[src/rtl/pc_seq_pkg.sv]
// pc_seq_pkg: shared definitions for the fetch/execute sequencer.
//   - sequencer state encoding (3 bits)
//   - bit positions of Z/L/G inside the packed flags vector
//   - branch opcode values, kept here so the decoder and sequencer agree
//   - packed struct bundling the decoded branch strobes
package pc_seq_pkg;

  localparam logic [2:0] ST_IDLE   = 3'd0;
  localparam logic [2:0] ST_FETCH  = 3'd1;
  localparam logic [2:0] ST_EXEC   = 3'd2;
  localparam logic [2:0] ST_HALTED = 3'd3;
  localparam logic [2:0] ST_FAULT  = 3'd4;

  typedef enum logic [2:0] {
    IDLE   = ST_IDLE,
    FETCH  = ST_FETCH,
    EXEC   = ST_EXEC,
    HALTED = ST_HALTED,
    FAULT  = ST_FAULT
  } state_t;

  localparam int FLAG_Z = 0;
  localparam int FLAG_L = 1;
  localparam int FLAG_G = 2;

  localparam logic [4:0] OP_JZ   = 5'hD;
  localparam logic [4:0] OP_JNZ  = 5'hE;
  localparam logic [4:0] OP_JG   = 5'hF;
  localparam logic [4:0] OP_JL   = 5'h10;
  localparam logic [4:0] OP_JUMP = 5'h11;

  typedef struct packed {
    logic jump;
    logic jz;
    logic jnz;
    logic jg;
    logic jl;
  } br_strobe_t;

endpackage

[src/rtl/branch_unit.sv]
// branch_unit: combinational next-PC resolver.
//   strobe      - decoded branch strobes (jump/jz/jnz/jg/jl)
//   flags       - registered Z/L/G flags (value before the current EXEC edge)
//   pc          - current instruction address
//   jump_target - branch destination from the instruction
//   next_pc     - jump_target when taken, else pc+1 (wraps)
//   taken       - branch decision
module branch_unit
  import pc_seq_pkg::*;
#(
  parameter int PC_WIDTH = 8
) (
  input  br_strobe_t          strobe,
  input  logic [2:0]          flags,
  input  logic [PC_WIDTH-1:0] pc,
  input  logic [PC_WIDTH-1:0] jump_target,
  output logic [PC_WIDTH-1:0] next_pc,
  output logic                taken
);

  // The highest-priority asserted strobe alone decides; a lower strobe never
  // rescues a not-taken higher one.
  always_comb begin
    taken = 1'b0;
    if (strobe.jump)     taken = 1'b1;
    else if (strobe.jz)  taken = flags[FLAG_Z];
    else if (strobe.jnz) taken = ~flags[FLAG_Z];
    else if (strobe.jg)  taken = flags[FLAG_G];
    else if (strobe.jl)  taken = flags[FLAG_L];
  end

  assign next_pc = taken ? jump_target : pc + 1'b1;

endmodule

[src/rtl/pc_sequencer.sv]
// pc_sequencer: multi-cycle fetch/execute sequencer.
// Owns the PC, the Z/L/G flags and the retired count; runs the instruction
// fetch handshake and gates decoded write strobes through exec_en.
//   clk, rst_n            - clock, async active-low reset
//   run, halt_req         - start/resume level, stop-after-current level
//   fetch_req / fetch_ack - instruction fetch handshake (pc stable in FETCH)
//   pc                    - current instruction address
//   exec_en               - one-cycle pulse per instruction (EXEC)
//   flags_write, alu_*    - flag update inputs, used only in EXEC
//   is_*, jump_target     - decoded branch strobes and destination
//   flag_z/l/g            - registered flags
//   retired               - retired-instruction count (wraps)
//   halted, fault         - status; fault is sticky until reset
module pc_sequencer
  import pc_seq_pkg::*;
#(
  parameter int                  PC_WIDTH      = 8,
  parameter logic [PC_WIDTH-1:0] RESET_PC      = '0,
  parameter int                  FETCH_TIMEOUT = 15
) (
  input  logic                clk,
  input  logic                rst_n,
  input  logic                run,
  input  logic                halt_req,
  output logic                fetch_req,
  input  logic                fetch_ack,
  output logic [PC_WIDTH-1:0] pc,
  output logic                exec_en,
  input  logic                flags_write,
  input  logic                alu_zero,
  input  logic                alu_less,
  input  logic                is_jz,
  input  logic                is_jnz,
  input  logic                is_jl,
  input  logic                is_jg,
  input  logic                is_jump,
  input  logic [PC_WIDTH-1:0] jump_target,
  output logic                flag_z,
  output logic                flag_l,
  output logic                flag_g,
  output logic [15:0]         retired,
  output logic                halted,
  output logic                fault
);

  localparam logic [7:0] TO_LIM = 8'(FETCH_TIMEOUT);

  state_t              state, state_nxt;
  logic [2:0]          flags;
  logic [7:0]          to_cnt;
  logic [7:0]          to_cnt_inc;
  logic [PC_WIDTH-1:0] next_pc;
  logic                taken;
  br_strobe_t          strobe;

  assign strobe = '{jump: is_jump, jz: is_jz, jnz: is_jnz, jg: is_jg, jl: is_jl};

  branch_unit #(.PC_WIDTH(PC_WIDTH)) u_br (
    .strobe      (strobe),
    .flags       (flags),
    .pc          (pc),
    .jump_target (jump_target),
    .next_pc     (next_pc),
    .taken       (taken)
  );

  assign to_cnt_inc = to_cnt + 8'd1;

  // Next state. An ack in the cycle the timeout is reached takes priority.
  always_comb begin
    state_nxt = state;
    case (state)
      IDLE:   if (run && !halt_req) state_nxt = FETCH;
      FETCH: begin
        if (fetch_ack)                 state_nxt = EXEC;
        else if (to_cnt_inc == TO_LIM) state_nxt = FAULT;
      end
      EXEC:   state_nxt = halt_req ? HALTED : FETCH;
      HALTED: if (run && !halt_req) state_nxt = FETCH;
      FAULT:  state_nxt = FAULT;
      default: state_nxt = FAULT;
    endcase
  end

  always_ff @(posedge clk or negedge rst_n) begin
    if (!rst_n) state <= IDLE;
    else        state <= state_nxt;
  end

  // Timeout counter only advances while waiting in FETCH; any other path
  // (ack, fault, leaving FETCH) restarts it from zero.
  always_ff @(posedge clk or negedge rst_n) begin
    if (!rst_n)                                        to_cnt <= '0;
    else if (state == FETCH && state_nxt == FETCH)     to_cnt <= to_cnt_inc;
    else                                               to_cnt <= '0;
  end

  // Architectural state commits only on the closing edge of EXEC.
  always_ff @(posedge clk or negedge rst_n) begin
    if (!rst_n) begin
      pc      <= RESET_PC;
      flags   <= '0;
      retired <= '0;
    end else if (state == EXEC) begin
      pc      <= next_pc;
      retired <= retired + 16'd1;
      if (flags_write) begin
        flags[FLAG_Z] <= alu_zero;
        flags[FLAG_L] <= alu_less;
        flags[FLAG_G] <= ~alu_zero & ~alu_less;
      end
    end
  end

  assign fetch_req = (state == FETCH);
  assign exec_en   = (state == EXEC);
  assign halted    = (state == HALTED);
  assign fault     = (state == FAULT);
  assign flag_z    = flags[FLAG_Z];
  assign flag_l    = flags[FLAG_L];
  assign flag_g    = flags[FLAG_G];

endmodule
[config.mk]
export PLATFORM = sky130hd
export DESIGN_NAME = pc_sequencer
export DESIGN_NICKNAME = d
export VERILOG_FILES = /design/src/rtl/pc_seq_pkg.sv /design/src/rtl/branch_unit.sv /design/src/rtl/pc_sequencer.sv
export SDC_FILE = /design/constraint.sdc
export NUM_CORES = 1
export LEC_CHECK = 0
export ABC_AREA = 1
export CORE_ASPECT_RATIO = 1.75
export CORE_UTILIZATION = 50
export DETAILED_ROUTE_END_ITERATION = 6
export HOLD_SLACK_MARGIN = 0.06
export MAX_ROUTING_LAYER = met4
export PLACE_DENSITY = 0.89
export SYNTH_ARGS = -nofsm -noshare
export SYNTH_HDL_FRONTEND = slang
export SYNTH_SLANG_ARGS = --single-unit
[constraint.sdc]
create_clock -name clk -period 1.78 [get_ports clk]
set_input_delay 0.534 -clock clk [delete_from_list [all_inputs] [get_ports clk]]
set_output_delay 0.534 -clock clk [all_outputs]
set_load 0.005 [all_outputs]
==> flow_summary.json <==
{
  "status": "complete, no violations",
  "row_count": 31,
  "area_growth_pct": 42.7,
  "synth.cell_area_um2": 2200,
  "cp_data_required_time_ps": 1250,
  "min_period_ps": 1750,
  "max_stage_delay_ps": 520,
  "path_class": "reg -> out",
  "synth.area.mux_share": 0,
  "p_int_mw": 1.33,
  "cts_tree": "done",
  "pwr-share-comb": 0.057,
  "nets": 409,
  "hpwl_um": 3800,
  "yosys.area_share.simple": 0.359,
  "finalCritPeriodShare": 0.983,
  "synth_warnings": 0,
  "synth_xor_area_frac": 0.0558,
  "power_density_nw_per_um2": 535,
  "syn-num-nets": 320,
  "grt_pass1_vias": 2095,
  "avgRoutedWirePerCell_um": 12.8,
  "dieWidth_um": 52.1,
  "rsz0062_at_grt": "no",
  "finalWeightedCongestion": 0.839,
  "tightest_slew_ps": 292,
  "rrSetupSlack_ps": 100,
  "finalSetupViolCount": 0,
  "cts-root-buf": "clkbuf_8",
  "drt_iter0_markers": 59,
  "maxCapViolCount": 0,
  "yosysUniqueCellTypes": 25,
  "worstSkewPairLatency_ps": 290,
  "ys_seq_area_frac": 0.433,
  "synthCells": 295,
  "grt_antenna_before_repair": 0,
  "synth_top_family_by_area": "simple AND/OR/NAND/NOR gates",
  "p_leak_nw": 1.58,
  "fin_ws_ps": 30.6,
  "vias": 2215,
  "sw_frac_of_total": 0.205,
  "worst_setup_path_end_kind": "output pin",
  "crit_fanout": 4,
  "arrival_ps": 1220,
  "postCtsHoldBufs": 0,
  "grt_pass1_wl_um": 8710,
  "core_area_um2": 4190,
  "dieArea_um2": 4680,
  "grt_max_degree": 39,
  "hold_path_class": "in -> async",
  "synth_compound_area_frac": 0.0529,
  "wl_um": 5570,
  "grt-ovfl-total": 0,
  "firstDrtPassIters": 5,
  "clk_pin_slew_ps": 70,
  "slew_headroom": 0.804,
  "critPathTopFamily": "buffers and inverters",
  "ys_seq_elements": 38,
  "die_y_um": 89.7,
  "p_switching_mw": 0.344,
  "track_usage": 0.254,
  "crit_buf_inv": 1,
  "start_util": 0.525,
  "cts.htree.levels": 2,
  "avgViaCountPerCell": 5.10,
  "dp.cells": 404,
  "crit_start": "retired[4]$_DFFE_PN0P_",
  "synth_adder_area_share": 0.0228,
  "fin_skew_ps": 5.44,
  "p_clk_frac": 0.429,
  "ios": 52,
  "fmax_mhz": 572,
  "drv_slew": 0,
  "route.detailed.drc": 0,
  "crit-reg2reg-launch": "state[0]$_DFF_PN0_",
  "antenna_left": 0,
  "io_buffer_count": 51,
  "cts_made_buffers": 5,
  "path_cells": "clkdlybuf4s50_1",
  "start_kind": "register",
  "hold_viol_final": 0,
  "fillCellCount": 302,
  "crit_slowest_cell": "clkdlybuf4s50_1",
  "p_seq_frac": 0.514,
  "preCtsSetupSlack_ps": -121,
  "avgSynthCellArea_um2": 7.45,
  "ir_drop_mv": 0.586,
  "antenna_cells": 0,
  "clockBufferDepth": 2,
  "fin_cells": 434,
  "clock_sinks": 38,
  "drive_gt1_frac": 0.174,
  "finalSetupTns_ps": 0
}
==> cells in the mapped netlist, drive strengths merged <==
master | number | area share
a21oi | 8 | 0.018
a22o | 1 | 0.0040
buf | 3 | 0.0068
dfrtp | 38 | 0.43
ha | 4 | 0.023
inv | 41 | 0.070
nand2 | 105 | 0.19
nand3 | 18 | 0.041
nand3b | 2 | 0.0068
nand4 | 5 | 0.017
nor2 | 33 | 0.073
nor3 | 7 | 0.021
o211ai | 1 | 0.0034
o21ai | 12 | 0.027
or2 | 3 | 0.0085
xnor2 | 6 | 0.024
xor2 | 8 | 0.032
==> cells in the final DEF (no fill, tap or decap), types with 2 or more instances in the layout <==
cell type	count
clkbuf_2	2
nor3_1	5
nand2_4	3
a21oi_1	8
xor2_1	8
inv_1	37
xnor2_1	6
dlymetal6s2s_1	2
dfrtp_1	36
nand2_1	100
nor2_1	27
or2_2	3
clkbuf_8	5
nand3_1	18
clkdlybuf4s50_1	44
nor2_4	2
nand2_2	2
ha_1	4
nor2_2	3
dfrtp_2	2
buf_6	2
nand4_1	4
inv_2	3
clkbuf_1	2
buf_4	32
o21ai_0	12
nand3b_1	2
==> final timing paths <==
kind	endpoint	depth (start not counted)
worst min-delay path	state[2]$_DFF_PN0_	2
worst min register to register	retired[8]$_DFFE_PN0P_	1
worst max register to register	retired[8]$_DFFE_PN0P_	9
min in group clk	retired[8]$_DFFE_PN0P_	1
max in group asynchronous	pc[2]$_DFFE_PN0P_	2
worst max-delay path	retired[4]	1
==> power by group through the flow <==
stage,clock [mW],combinational (mW),sequential (mW)
floorplan,0,0.0202,0.880
detailed placement,0,0.0962,0.880
finish,0.720,0.0957,0.863
global placement,0,0.0944,0.880
global route,0.765,0.107,0.862
CTS,0.738,0.0966,0.862
==> what timing repair did <==
action	in CTS	in global routing
pin swaps	0	1
resized for setup	13	9
setup endpoints to repair	13	25
setup buffers	9	13
==> sequential cells by signal, summed over array words and instances (netlist names) <==
signal	cells
to_cnt	8
state	3
retired	16
flags	3
pc	8
==> area by class of cell <==
class	count	area, um^2	area share
Tap cell	49	61.3	0.0195
Inverter	41	156	0.0499
Sequential cell	38	953	0.304
Timing Repair Buffer	85	773	0.247
Multi-Input combinational cell	213	1090	0.346
Clock inverter	1	30.0	0.00957
Clock buffer	7	76.3	0.0243
==> cells by family after synthesis <==
family                     after synthesis
DFF                                     38
AOI/OAI and AO/OA                       22
buffers and inverters                   44
and+or+nand+nor                        173
xor gates and xnor gates                14
adders and majority gates                4
==> stage by stage <==
step / hold slack (ps) / power, mW / util / instance area, um^2
after floorplan: 238 / 0.900 / - / 2200
after global routing: 216 / 1.73 / 0.749 / 3140
final: 197 / 1.68 / 0.749 / 3140
after detailed placement: 498 / 0.976 / 0.681 / 2850
after global placement: 499 / 0.974 / 0.681 / 2850
after CTS: 205 / 1.70 / 0.722 / 3030
==> routing by layer <==
| metal | vias up | global-route usage | routed length (um) |
|---|---|---|---|
| li1 | 1092 | - | - |
| met5 | - | - | 0 |
| met3 | 10 | 0.0457 | 196 |
| met1 | 1039 | 0.250 | 2170 |
| met4 | 0 | 0.124 | 151 |
| met2 | 74 | 0.451 | 3050 |
Power figures use the tool's default switching activity.
